**config.mk**
```make
export PLATFORM = sky130hd
export DESIGN_NAME = mem_port_arbiter
export DESIGN_NICKNAME = d
export VERILOG_FILES = /design/src/rtl/mem_port_arbiter.sv
export SDC_FILE = /design/constraint.sdc
export NUM_CORES = 1
export LEC_CHECK = 0
export BUFFER_PORTS_ARGS = -buffer_cell sky130_fd_sc_hd__buf_4
export CAP_MARGIN = 10
export CORE_MARGIN = 8
export CORE_UTILIZATION = 40
export CTS_BUF_LIST = sky130_fd_sc_hd__clkbuf_8 sky130_fd_sc_hd__clkbuf_16
export CTS_CLUSTER_SIZE = 24
export DETAILED_ROUTE_END_ITERATION = 8
export GPL_ROUTABILITY_DRIVEN = 0
export PLACE_DENSITY = 0.75
export SLEW_MARGIN = 20
export SYNTH_ARGS = -nofsm -noshare
export SYNTH_HDL_FRONTEND = slang
export SYNTH_SLANG_ARGS = --single-unit
```
**constraint.sdc**
```tcl
create_clock -name clk -period 1.3 [get_ports clk]
set_input_delay 0.13 -clock clk [delete_from_list [all_inputs] [get_ports clk]]
set_output_delay 0.13 -clock clk [all_outputs]
set_load 0.02 [all_outputs]
```
**src/rtl/mem_port_arbiter.sv**
```systemverilog
// Arbitrates one fixed-latency memory port between instruction fetch (IF) and data (MEM) requests.
// Each access runs IDLE -> ISSUE -> WAIT -> DONE and finishes with a one-cycle ready pulse.
module mem_port_arbiter #(
    parameter int unsigned ADDR_W      = 32,
    parameter int unsigned DATA_W      = 32,
    parameter int unsigned MEM_LATENCY = 2,
    parameter int unsigned STARVE_MAX  = 3
) (
    input  logic              clk,
    input  logic              rstn,
    input  logic              if_req,
    input  logic [ADDR_W-1:0] if_addr,
    output logic [DATA_W-1:0] if_rdata,
    output logic              if_ready,
    input  logic              d_req,
    input  logic              d_we,
    input  logic [ADDR_W-1:0] d_addr,
    input  logic [DATA_W-1:0] d_wdata,
    output logic [DATA_W-1:0] d_rdata,
    output logic              d_ready,
    output logic              mem_en,
    output logic              mem_we,
    output logic [ADDR_W-1:0] mem_addr,
    output logic [DATA_W-1:0] mem_wdata,
    input  logic [DATA_W-1:0] mem_rdata,
    output logic              busy
);

    localparam int unsigned CNT_W = $clog2(MEM_LATENCY + 1);
    localparam int unsigned STV_W = $clog2(STARVE_MAX + 1);

    typedef enum logic [1:0] {StIdle, StIssue, StWait, StDone} state_e;

    state_e            state_q, state_d;
    logic [CNT_W-1:0]  cnt_q, cnt_d;
    logic [STV_W-1:0]  starve_q, starve_d;
    logic              sel_d_q, sel_d_d;
    logic              mem_en_q, mem_en_d;
    logic              mem_we_q, mem_we_d;
    logic [ADDR_W-1:0] mem_addr_q, mem_addr_d;
    logic [DATA_W-1:0] mem_wdata_q, mem_wdata_d;
    logic              if_ready_q, if_ready_d;
    logic              d_ready_q, d_ready_d;
    logic [DATA_W-1:0] if_rdata_q, if_rdata_d;
    logic [DATA_W-1:0] d_rdata_q, d_rdata_d;
    logic              busy_q, busy_d;
    logic              pick_if;

    always_comb begin
        state_d     = state_q;
        cnt_d       = cnt_q;
        starve_d    = starve_q;
        sel_d_d     = sel_d_q;
        mem_en_d    = 1'b0;
        mem_we_d    = mem_we_q;
        mem_addr_d  = mem_addr_q;
        mem_wdata_d = mem_wdata_q;
        if_ready_d  = 1'b0;
        d_ready_d   = 1'b0;
        if_rdata_d  = '0;
        d_rdata_d   = '0;
        pick_if     = if_req && (!d_req || (starve_q == STV_W'(STARVE_MAX)));

        unique case (state_q)
            StIdle: begin
                if (if_req || d_req) begin
                    // mem_en is registered, so it rises together with the move into ISSUE
                    mem_en_d = 1'b1;
                    state_d  = StIssue;
                    if (pick_if) begin
                        sel_d_d    = 1'b0;
                        starve_d   = '0;
                        mem_addr_d = if_addr;
                        mem_we_d   = 1'b0;
                    end else begin
                        sel_d_d     = 1'b1;
                        mem_addr_d  = d_addr;
                        mem_we_d    = d_we;
                        mem_wdata_d = d_wdata;
                        if (if_req && (starve_q != STV_W'(STARVE_MAX))) begin
                            starve_d = starve_q + STV_W'(1);
                        end
                    end
                end
            end
            StIssue: begin
                cnt_d   = CNT_W'(MEM_LATENCY);
                state_d = StWait;
            end
            StWait: begin
                if (cnt_q == CNT_W'(1)) begin
                    state_d = StDone;
                    if (sel_d_q) begin
                        d_ready_d = 1'b1;
                        d_rdata_d = mem_we_q ? '0 : mem_rdata;
                    end else begin
                        if_ready_d = 1'b1;
                        if_rdata_d = mem_rdata;
                    end
                end else begin
                    cnt_d = cnt_q - CNT_W'(1);
                end
            end
            StDone: begin
                state_d = StIdle;
            end
            default: begin
                state_d = StIdle;
            end
        endcase

        busy_d = (state_d != StIdle);
    end

    always_ff @(posedge clk) begin
        if (!rstn) begin
            state_q     <= StIdle;
            cnt_q       <= '0;
            starve_q    <= '0;
            sel_d_q     <= 1'b0;
            mem_en_q    <= 1'b0;
            mem_we_q    <= 1'b0;
            mem_addr_q  <= '0;
            mem_wdata_q <= '0;
            if_ready_q  <= 1'b0;
            d_ready_q   <= 1'b0;
            if_rdata_q  <= '0;
            d_rdata_q   <= '0;
            busy_q      <= 1'b0;
        end else begin
            state_q     <= state_d;
            cnt_q       <= cnt_d;
            starve_q    <= starve_d;
            sel_d_q     <= sel_d_d;
            mem_en_q    <= mem_en_d;
            mem_we_q    <= mem_we_d;
            mem_addr_q  <= mem_addr_d;
            mem_wdata_q <= mem_wdata_d;
            if_ready_q  <= if_ready_d;
            d_ready_q   <= d_ready_d;
            if_rdata_q  <= if_rdata_d;
            d_rdata_q   <= d_rdata_d;
            busy_q      <= busy_d;
        end
    end

    assign mem_en    = mem_en_q;
    assign mem_we    = mem_we_q;
    assign mem_addr  = mem_addr_q;
    assign mem_wdata = mem_wdata_q;
    assign if_ready  = if_ready_q;
    assign d_ready   = d_ready_q;
    assign if_rdata  = if_rdata_q;
    assign d_rdata   = d_rdata_q;
    assign busy      = busy_q;

endmodule

```
### Yosys cells after proc, flatten, opt, wreduce, memory -nomap -nowiden

Cells that the tools add are included.
W data, S select, Z words.

| storage, ports and cells | value |
|---|---|
| register bits | 140 |
| bits in latches | 0 |
| memory bits (writable) | 0 |
| bits in read-only memories | 0 |
| bits of input ports | 133 |
| word-level logic and storage cells | 57 |
| memories | 0 |

| operators by class | value |
|---|---|
| $add $sub $neg | 2 |
| $mul | 0 |
| divide/modulo/power cells | 0 |
| $lt $le $gt $ge | 0 |
| eq/ne operators | 7 |
| shift-type cells | 0 |
| mux-type cells | 13 |
| bitwise logic cells | 5 |
| reductions and logical operators | 17 |

Operators by type and width:

| kind | count |
|---|---|
| $mux W32 | 1 |
| $mux W2 | 5 |
| $reduce_and A3 Y1 | 3 |
| $pmux W2 S4 | 1 |
| $eq A2 B2 Y1 const B | 3 |
| $reduce_and A2 Y1 | 3 |
| $reduce_bool A2 Y1 | 3 |
| $mux W1 | 5 |
| $not A1 Y1 | 5 |
| $reduce_or A5 Y1 | 1 |
| $eq A2 B1 Y1 const B | 2 |
| $ne A2 B2 Y1 const B | 2 |
| $pmux W2 S2 | 1 |
| $reduce_or A4 Y1 | 1 |
| $add A2 B1 Y2 const B | 1 |
| $logic_and A1 B1 Y1 | 2 |
| $logic_not A2 Y1 | 1 |
| $logic_or A1 B1 Y1 | 2 |
| $sub A2 B1 Y2 const B | 1 |
| $logic_not A1 Y1 | 1 |

### Depth between registers and ports, before layout

Gate-level depths: netlist of the first run.

| depth | value |
|---|---|
| depth after elaboration | 5 |
| mapped depth | 7 |
| depth with buffers taken out | 5 |

### Worst setup path before layout of the first run

OpenSTA, ideal clock, no wires.

| timing path | value |
|---|---|
| kind | register to register |
| from | reg state_q[0] |
| to | reg d_rdata_q[10], in the netlist d_rdata[10] |
| library setup time | 115 ps |
| arrival time | 1,326 ps |
| data required time | 1,185 ps |
| setup slack | -141 ps |
| stages on the path, launching flop included | 7 |
| path buffers | 1 |
| clock period less this slack | 1,441 ps |
| path through | dfxtp_1 > inv_1 > ha_1 > and4_1 > and2b_1 > clkbuf_1 > and2_1 |

| between the ends | value |
|---|---|
| longest elaborated chain between the ends | 3 |

RTL lines:

| what | line | text |
|---|---|---|
| from (decl) | 34 | `state_e state_q, state_d;` |
| from (signal assigned) | 117 | `state_q <= StIdle;` |
| from (signal assigned) | 131 | `state_q <= state_d;` |
| $eq A2 B2 Y1 | 64 | `unique case (state_q)` |
| $not A1 Y1 (no line) | n/a |  |
| $reduce_or A5 Y1 (no line) | n/a |  |
| to (signal assigned) | 142 | `d_rdata_q <= d_rdata_d;` |
| to (decl) | 45 | `logic [DATA_W-1:0] d_rdata_q, d_rdata_d;` |

Every way passes these cells.
A chain may end at the register's enable or synchronous reset.

### Worst setup path after layout of the first run

| timing path | value |
|---|---|
| from | reg starve_q[0] |
| to | reg mem_wdata_q[8], in the netlist mem_wdata[8] |

| between the ends | value |
|---|---|
| longest elaborated chain between the ends | 5 |

RTL lines:

| what | line | text |
|---|---|---|
| from (decl) | 36 | `logic [STV_W-1:0] starve_q, starve_d;` |
| from (signal assigned) | 133 | `starve_q <= starve_d;` |
| $eq A2 B2 Y1 | 62 | `pick_if = if_req && (!d_req \|\| (starve_q == STV_W'(STARVE_MAX)));` |
| $logic_or A1 B1 Y1 | 62 |  |
| $logic_and A1 B1 Y1 | 62 |  |
| $not A1 Y1 (no line) | n/a |  |
| $reduce_and A3 Y1 (no line) | n/a |  |
| to (signal assigned) | 138 | `mem_wdata_q <= mem_wdata_d;` |
| to (decl) | 41 | `logic [DATA_W-1:0] mem_wdata_q, mem_wdata_d;` |

Every way passes these cells.

==> results of run 1 <==
-- state kept, by name, summed over array words and instances (netlist names) --
register,count
mem_we,1
starve_q,2
if_rdata,32
mem_addr,32
mem_wdata,32
mem_en,1
d_rdata,32
cnt_q,2
busy,1
d_ready,1
sel_d_q,1
if_ready,1
state_q,2
-- stage by stage --
stage	setup slack [ns]	power, mW	instances
CTS	-0.0859	15.3	1056
global placement	-0.0490	10.0	937
finish	-0.132	15.7	1066
floorplan	-0.0107	8.08	531
global route	-0.149	16.4	1066
detailed placement	-0.0744	10.2	937
-- metal layers --
metal,global-route usage (%),up-vias,routed length (um)
met5,0,-,0
met4,9.37,0,593
met3,7.82,53,1840
met2,41.4,337,10600
met1,25.1,2641,8050
li1,-,2594,-
-- Yosys cell counts --
library cell	instances
a21oi_1	68
a31oi_1	33
and2_1	67
and2b_1	2
and4_1	1
buf_1	3
buf_2	12
buf_4	6
buf_6	4
clkbuf_1	24
clkbuf_2	3
dfxtp_1	140
ha_1	6
inv_1	5
inv_2	1
mux2i_1	1
nand2_1	6
nand2b_1	2
nand3_1	1
nand4_1	1
nor2_1	2
nor3_1	1
nor3b_2	1
o211ai_1	32
o21a_1	2
o21ai_0	103
o21ai_4	1
o311a_1	1
or3_1	2
-- area by class of cell --
cell class	instances	area, um^2	area share (%)
tap	172	215	2.36
inverter	6	27.5	0.301
clock buffer	18	439	4.81
timing repair buffer	380	3370	36.9
sequential	140	2810	30.8
multi-input combinational	336	2150	23.5
clock inverter	14	121	1.33
-- how the worst min path moves through the flow --
stage / end / slack, ns / depth (start not counted)
after floorplan: d_rdata[0]$_SDFF_PP0_ / 0.25 / 1
after global placement: d_rdata[10]$_SDFF_PP0_ / 0.34 / 2
after detailed placement: if_rdata[25]$_SDFF_PP0_ / 0.34 / 2
after CTS: mem_addr[0]$_SDFFE_PN0P_ / 0.0003 / 3
after global routing: mem_addr[0]$_SDFFE_PN0P_ / 0.004 / 3
final: mem_wdata[22]$_SDFFE_PN0P_ / 0.02 / 3
-- worst min-delay path, delay by kind of cell --
| kind | cells | cell delay (ns) |
|---|---|---|
| buffers and inverters | 1 | 0.11 |
| AO/OA/AOI/OAI | 2 | 0.13 |
-- cells by family (layout without fill, tap and decap cells) --
family                   Yosys count  in the layout  share of synthesized area (%)
AO/OA/AOI/OAI                    240            243                           26.6
flip-flops                       140            140                           55.5
AND/OR/NAND/NOR                   86             86                           10.4
buffers and inverters             58            418                           5.73
adder cells (fa/ha/maj)            6              6                           1.49
multiplexers                       1              1                          0.198
-- what timing repair did --
action                                 CTS  global route
hold buffers                            78             1
buffers inserted                         3             3
gates cloned                             6             7
setup endpoints to repair              130           134
pin swaps                                3            14
endpoints found under the hold margin  109             1
gates resized for setup                 35            46
-- report_power, final --
group | total, mW | switching (mW) | internal [mW]
sequential | 5.44 | 0.427 | 5.01
combinational | 5.66 | 3.05 | 2.62
clock | 4.56 | 2.00 | 2.56
total | 15.7 | 5.47 | 10.2
==> results.cfg, run 1 <==
[run_status]
outcome = finished with violations
violations = negative setup slack

[timing]
fmax_ghz = 0.698
setup_tns_ns = -5.02
finalCriticalPeriod_ns = 1.43
setup_viol = 125
rsz0062_at_grt = true
tightestPinTransition_ns = 0.407
maxSlewHeadroom_pct = 72.8
hold_slack_ns = 0.0203
slew_viol_final = 0
setup_ws_ns = -0.132
fin_skew_ns = 0.00783
report.final.hold_viol_count = 0
period_share_pct = 110

[worst_setup_path]
slowest_stage = dfxtp_2
worst-path-buf-inv = 1
cp_top_family = flip-flops
crit_arrival_ns = 1.70
critPathMaxStageDelay_ns = 0.35
r2r_slack_ns = -0.13
critPathKind = flop to flop
crit_start = starve_q[0]$_SDFFE_PN0P_
crit_chain = ha_4 -> and2b_4 -> bufbuf_16 -> o211ai_1 -> a21oi_1
worst_setup_path_end_kind = flop
path_max_fanout = 10
critical_path_depth = 5
cp-start-kind = flop
crit_required_ns = 1.56
crit_end = mem_wdata[8]$_SDFFE_PN0P_
rr_worst_depth = 5
r2r-end = mem_wdata[8]$_SDFFE_PN0P_
timing.rr.start = starve_q[0]$_SDFFE_PN0P_

[finish]
layout_common_cells = buf_4 (279), dfxtp_1 (134), dlygate4sd3_1 (79)
fin_util_pct = 73.2
syn2layout_area_growth_pct = 80.9
stdcell_area_mm2 = 0.00913
layout_commonest_cell = buf_4
nFillCells = 851
diodes = 0
final_nets = 1020
drive_above_1_share_pct = 43.0

[hold_path]
hp-class = input pin to flop
hold_start = d_wdata[22]

[global_route]
grt_use_total_pct = 23.3
grt_pass1_vias = 5943
antenna_found_initial = 0
overflow = 0
grt_pass1_wl_um = 30600
grt_max_degree = 43

[detailed_routing]
routedWlPerCell_um = 19.7
wl_um = 21000
viasPerCell = 5.28
dr.pass1.iters = 5
first_iter_violations = 445
drc = 0
vias = 5625
drtAntennaViolNets = 0

[job]
drv_cap = 0

[placement]
io_buffers = 265
postPlaceCellArea_mm2 = 0.00731
dp_hpwl_um = 12400

[clocking]
cts_buffers = 17
clock-sinks = 140
clk_latency_ns = 0.41
clk_path_buf_depth = 2
cts_tree = done
ctsHtreeMaxLevel = 4
clockRootBuffer = clkbuf_16
clk_pin_slew_ns = 0.06

[power_and_ir_drop]
powerDensity_mw_per_mm2 = 1720
p_leak_nw = 4.03
ir_worst_vdd_mv = 1.14

[logic_synthesis]
synth_nets = 670
synth.area.top_cells = dfxtp_1 (56%), o21ai_0 (10%), and2_1 (8.3%), a21oi_1 (6.7%), o211ai_1 (4.8%)
synth_area_mm2 = 0.00505
syn_inst = 531
ys_seq_elements = 140
synth_cell_type_count = 29
yosysSeqAreaShare_pct = 55.5
syn-mean-instance-area_um2 = 9.51
yosys.area.top_type = dfxtp_1
yosys_warnings = 0
synth_top_area_share_pct = 55.5

[floorplanning]
core_area_mm2 = 0.0125
initial_utilization_pct = 40.5
io_pins = 266
chipHeight_um = 128
die_area_mm2 = 0.0165
rows = 41
dieWidth_um = 128
Note: power is estimated with default switching activity, not from simulation.
==> inputs of run 2 (changes only) <==
Settings changed: MAX_ROUTING_LAYER set to met4.
==> results.cfg, run 2 (synthesis gave the netlist of run 1 again) <==
[power_and_ir_drop]
ir_worst_vdd_mv = 1.19
combPwrFrac_pct = 37.3
p_leak_nw = 4.08
intPower_mw = 10.4
clkPwrFrac_pct = 28.6
powerDensity_mw_per_mm2 = 1730
p_switching_mw = 5.62
swShare_pct = 35.2
power_frac_seq_pct = 34.1

[global_route]
grt_use_total_pct = 24.0
grt_pass1_vias = 5926
grt_pass1_wl_um = 30600
antenna_found_initial = 0
overflow = 0
grt_max_degree = 43

[finish]
fin_util_pct = 74.0
final_nets = 1026
fin_cells = 1072
diodes = 0
drive_above_1_share_pct = 43.2
syn2layout_area_growth_pct = 82.7
layout_common_cells = buf_4 (279), dfxtp_1 (134), o21ai_0 (83)
layout_commonest_cell = buf_4

[worst_setup_path]
crit_chain = ha_4 -> and2b_4 -> buf_4 -> buf_12 -> o21ai_0 -> a21oi_1
critPathMaxStageDelay_ns = 0.35
crit_required_ns = 1.60
path_max_fanout = 24
cp-start-kind = flop
crit_arrival_ns = 1.72
r2r_slack_ns = -0.12
slowest_stage = dfxtp_2
critPathKind = flop to flop
worst_setup_path_end_kind = flop

[detailed_routing]
drtAntennaViolNets = 0
dr.pass1.iters = 6
drc = 0
routedWlPerCell_um = 20.0
first_iter_violations = 413
wl_um = 21500
vias = 5695
viasPerCell = 5.31

[timing]
rsz0062_at_grt = true
finalCriticalPeriod_ns = 1.42
setup_ws_ns = -0.118
report.final.hold_viol_count = 0
slew_viol_final = 0
tightestPinTransition_ns = 0.400
period_share_pct = 109
fin_skew_ns = 0.00902
fmax_ghz = 0.705
maxSlewHeadroom_pct = 73.2
setup_viol = 128

[placement]
io_buffers = 265
dp_hpwl_um = 12400
post-place-ws_ns = -0.0744
placed_cells = 937

[clocking]
cts_tree = done
clockRootBuffer = clkbuf_16
clock-sinks = 140
cts_buffers = 17
clk_latency_ns = 0.41
ctsHtreeMaxLevel = 4
clk_pin_slew_ns = 0.07
clk_path_buf_depth = 2

[floorplanning]
die_area_mm2 = 0.0165
chipHeight_um = 128
dieWidth_um = 128
core_area_mm2 = 0.0125
io_pins = 266
initial_utilization_pct = 40.5
rows = 41

[job]
drv_cap = 0

[hold_path]
hp-class = input pin to flop

[run_status]
violations = negative setup slack
outcome = finished with violations
run 2: layer usage:
metal	share of wire [%]	global-route usage, %	vias to the layer above
met5	0	-	-
met4	2.6	9.37	0
met3	8.3	6.66	56
met2	50	41.2	366
met1	39	25.9	2661
li1	-	-	2612
run 2: repair_timing:
item                                    4_1_cts  5_1_grt
hold buffers                                 78        2
endpoints found under the setup margin      130      134
hold endpoints to repair                    109        2
cloned                                        6       11
setup buffers                                 3        3
resized for setup                            35       40
pin swaps                                     3       18
run 2: metrics by stage:
step	cell area, um^2	TNS [ns]	total power [mW]	hold WS, ns
finish	9220	-5.32	16.0	0.0180
global route	9220	-10.95	16.6	0.0128
CTS	8920	-3.24	15.3	0.000337
detailed placement	7310	-4.86	10.2	0.342
global placement	7310	-0.185	10.0	0.340
floorplan	5090	-0.0214	8.08	0.252
run 2: critical path, delay by kind of cell, from the launching register on:
| family | cells | cell delay (ns) |
|---|---|---|
| AO/OA/AOI/OAI | 2 | 0.31 |
| adder cells (fa/ha/maj) | 1 | 0.14 |
| buffers and inverters | 2 | 0.29 |
| flip-flops | 1 | 0.35 |
| AND/OR/NAND/NOR | 1 | 0.21 |
run 2: final timing paths:
| path | from | end | cells after the start |
|---|---|---|---|
| worst min-delay path | d_wdata[0] | mem_wdata[0]$_SDFFE_PN0P_ | 3 |
| worst max register to register | starve_q[0]$_SDFFE_PN0P_ | mem_addr[23]$_SDFFE_PN0P_ | 6 |
| worst min register to register | mem_wdata[18]$_SDFFE_PN0P_ | mem_wdata[18]$_SDFFE_PN0P_ | 2 |
| worst max-delay path | starve_q[0]$_SDFFE_PN0P_ | mem_addr[23]$_SDFFE_PN0P_ | 6 |
run 2: cell type report:
type	count	area (um^2)
clock buffer	18	439
clock inverter	14	121
fill	843	3240
inverter	6	27.5
multi-input combinational	337	2160
sequential	140	2810
tap	172	215
timing repair buffer	385	3440
run 2: power by group through the flow:
stage | Sequential [mW] | Combinational, mW | Clock [mW]
6_report | 5.44 | 5.95 | 4.58
5_1_grt | 5.52 | 6.28 | 4.85
4_1_cts | 5.42 | 5.23 | 4.60
3_5_place_dp | 5.48 | 4.68 | 0
3_3_place_gp | 5.46 | 4.54 | 0
2_1_floorplan | 6.17 | 1.91 | 0
==> inputs of run 3 (changes only) <==
Settings changed: BUFFER_PORTS_ARGS -buffer_cell sky130_fd_sc_hd__buf_4 to unset, CORE_UTILIZATION 40 to 55, DONT_BUFFER_PORTS set to 1, PLACE_DENSITY 0.75 to 0.73.
==> results.cfg, run 3 <==
[logic_synthesis]
synth_area_mm2 = 0.00505
synth_top_area_share_pct = 55.5
ys_top_cells_by_count = dfxtp_1 (140), o21ai_0 (103), a21oi_1 (68), and2_1 (67), a31oi_1 (33)
synth_flop_cell = dfxtp_1
yosys_warnings = 0
yosysMostFrequentCell = dfxtp_1
synth.area.top_cells = dfxtp_1 (56%), o21ai_0 (10%), and2_1 (8.3%), a21oi_1 (6.7%), o211ai_1 (4.8%)
yosys.area.top_type = dfxtp_1
synth_edf_count = 0
yosysSeqAreaShare_pct = 55.5
synth_nets = 670
syn_inst = 531
syn-mean-instance-area_um2 = 9.51
ys_seq_elements = 140
synth_cell_type_count = 29
ys_async_sr_fraction_pct = 0

[clocking]
ctsHtreeMaxLevel = 4
clock-sinks = 140
ctsHoldBuffers = 133
clockRootBuffer = clkbuf_8
cts_setup_buffers = 7
cts_buffers = 17
cts_resized = 69
clk_path_buf_depth = 2

[placement]
io_buffers = 0
dp_hpwl_um = 10000
placed_cells = 619
post-place-ws_ns = -0.481

[run_status]
outcome = did not finish
tool.error = [ERROR RSZ-0060] Max buffer count reached.
failed_stage = clock tree synthesis (4_1_cts)

[floorplanning]
io_pins = 266
initial_utilization_pct = 55.7
dieWidth_um = 112
rows = 35
chipHeight_um = 112
-- run 3: cell counts after synthesis --
No cell type changed its count.
-- run 3: logic make-up after synthesis --
| group | Yosys count | synth area share [%] |
|---|---|---|
| AOI/OAI and AO/OA | 240 | 26.6 |
| DFF | 140 | 55.5 |
| and+or+nand+nor | 86 | 10.4 |
| buffers and inverters | 58 | 5.73 |
| adders and majority gates | 6 | 1.49 |
| muxes | 1 | 0.198 |
-- run 3: per-stage QoR --
stage                     utilization [%]  setup TNS [ns]  hold slack, ns  area, um^2
after detailed placement             58.3          -27.83           0.255        5290
after floorplan                         -         -0.0214           0.252        5090
after global placement               58.3          -21.96           0.252        5290
==> inputs of run 4 (changes only) <==
Settings changed: CORE_UTILIZATION 55 to 40, CTS_BUF_LIST sky130_fd_sc_hd__clkbuf_8 sky130_fd_sc_hd__clkbuf_16 to unset, CTS_CLUSTER_SIZE 24 to unset, MAX_ROUTING_LAYER met4 to unset, PLACE_DENSITY 0.73 to unset, PLACE_DENSITY_LB_ADDON set to 0.15.
Clock period 1.3 ns to 1.7 ns, I/O delays scaled along.
==> results.cfg, run 4 (synthesis gave the netlist of run 1 again) <==
[run_status]
outcome = finished clean

[power_and_ir_drop]
powerDensity_mw_per_mm2 = 1520
p_leak_nw = 2.67
ir_worst_vdd_mv = 0.709
finalPower_mw = 10.8

[detailed_routing]
routedWlPerCell_um = 20.2
drtAntennaViolNets = 0
viasPerCell = 5.57
first_iter_violations = 374
wl_um = 16600
dr.pass1.iters = 5
vias = 4592
drc = 0

[global_route]
grt_pass1_wl_um = 25200
grt_use_total_pct = 19.6
grt_pass1_vias = 4523
antenna_found_initial = 0
overflow = 0
grt_max_degree = 58

[finish]
fin_cells = 824
diodes = 0
layout_commonest_cell = dfxtp_1
final_nets = 779
syn2layout_area_growth_pct = 40.6
layout_common_cells = dfxtp_1 (140), dlygate4sd3_1 (127), o21ai_0 (103)
drive_above_1_share_pct = 7.67

[placement]
io_buffers = 0
placed_cells = 664
dp_hpwl_um = 10400

[floorplanning]
rows = 41
die_area_mm2 = 0.0165
io_pins = 266
initial_utilization_pct = 40.5
core_area_mm2 = 0.0125
chipHeight_um = 128
dieWidth_um = 128

[timing]
fmax_ghz = 0.625
rsz0062_at_grt = true
period_share_pct = 94.2
tightestPinTransition_ns = 0.990
setup_tns_ns = 0
setup_viol = 0
fin_skew_ns = 0.00824
slew_viol_final = 0
maxSlewHeadroom_pct = 33.7
finalCriticalPeriod_ns = 1.60
report.final.hold_viol_count = 0

[hold_path]
hp-class = input pin to flop

[clocking]
clk_pin_slew_ns = 0.06
clk_path_buf_depth = 2
cts_buffers = 17
clock-sinks = 140
clk_latency_ns = 0.41
ctsHtreeMaxLevel = 4
cts_setup_buffers = 0
cts_tree = done
clockRootBuffer = clkbuf_16

[worst_setup_path]
path_max_fanout = 32
crit_start = state_q[0]$_SDFF_PN0_
worst_setup_path_end_kind = flop
crit_required_ns = 2.00
crit_end = d_rdata[26]$_SDFF_PP0_
critPathKind = flop to flop
crit_arrival_ns = 1.90
timing.rr.start = state_q[0]$_SDFF_PN0_
r2r-end = d_rdata[26]$_SDFF_PP0_
rr_worst_depth = 6
cp-start-kind = flop
r2r_slack_ns = 0.1

[job]
drv_cap = 0
[run 4: repair_timing]
item / CTS / global route
endpoints found under the hold margin: 136 / 1
resized for setup: 0 / 3
hold buffers: 127 / 2
setup endpoints to repair: 0 / 71
[run 4: routing by layer]
metal / global-route usage, % / share of wire, % / vias to the layer above
met5: 0 / 0 / -
met4: 9.79 / 2.6 / 0
met3: 7.61 / 11 / 29
met2: 32.9 / 48 / 317
met1: 21.1 / 38 / 2146
li1: - / - / 2100
[run 4: power breakdown]
part           total [mW]  internal [mW]  switching (mW)
clock                3.88           2.53            1.35
combinational        2.08          0.886            1.19
sequential           4.80           3.82           0.977
[run 4: worst min path at each step]
stage | cells past startpoint | slack (ns) | end | start
after floorplan | 1 | 0.29 | d_rdata[0]$_SDFF_PP0_ | mem_rdata[0]
after global placement | 1 | 0.29 | d_rdata[27]$_SDFF_PP0_ | mem_rdata[27]
after detailed placement | 1 | 0.29 | if_rdata[27]$_SDFF_PP0_ | mem_rdata[27]
after CTS | 2 | 0.001 | mem_addr[5]$_SDFFE_PN0P_ | if_req
after global routing | 2 | 0.002 | mem_addr[13]$_SDFFE_PN0P_ | if_addr[13]
final | 2 | 0.02 | mem_addr[16]$_SDFFE_PN0P_ | if_req
[run 4: metrics by stage]
stage	cell area (um^2)	utilization, %	setup slack, ns	hold WS [ns]
after floorplan	5050	-	0.259	0.292
after global placement	5150	41.3	0.136	0.292
after detailed placement	5150	41.3	0.0468	0.295
after CTS	7060	56.6	0.0270	0.00102
after global routing	7090	56.9	-0.0264	0.00153
final	7090	56.9	0.0990	0.0167
[run 4: area by class of cell]
cell class,count,area (um^2)
multi-input combinational,333,1970
timing repair buffer,142,1460
clock buffer,21,460
inverter,6,22.5
fill,1023,5370
sequential,140,2800
tap,172,215
clock inverter,10,164
[run 4: worst max-delay path, cell delays in order (launching register included)]
cell	delay [ns]
dfxtp_1	0.36
inv_1	0.11
ha_1	0.26
and4_1	0.20
and2b_1	0.15
buf_4	0.21
and2_1	0.19
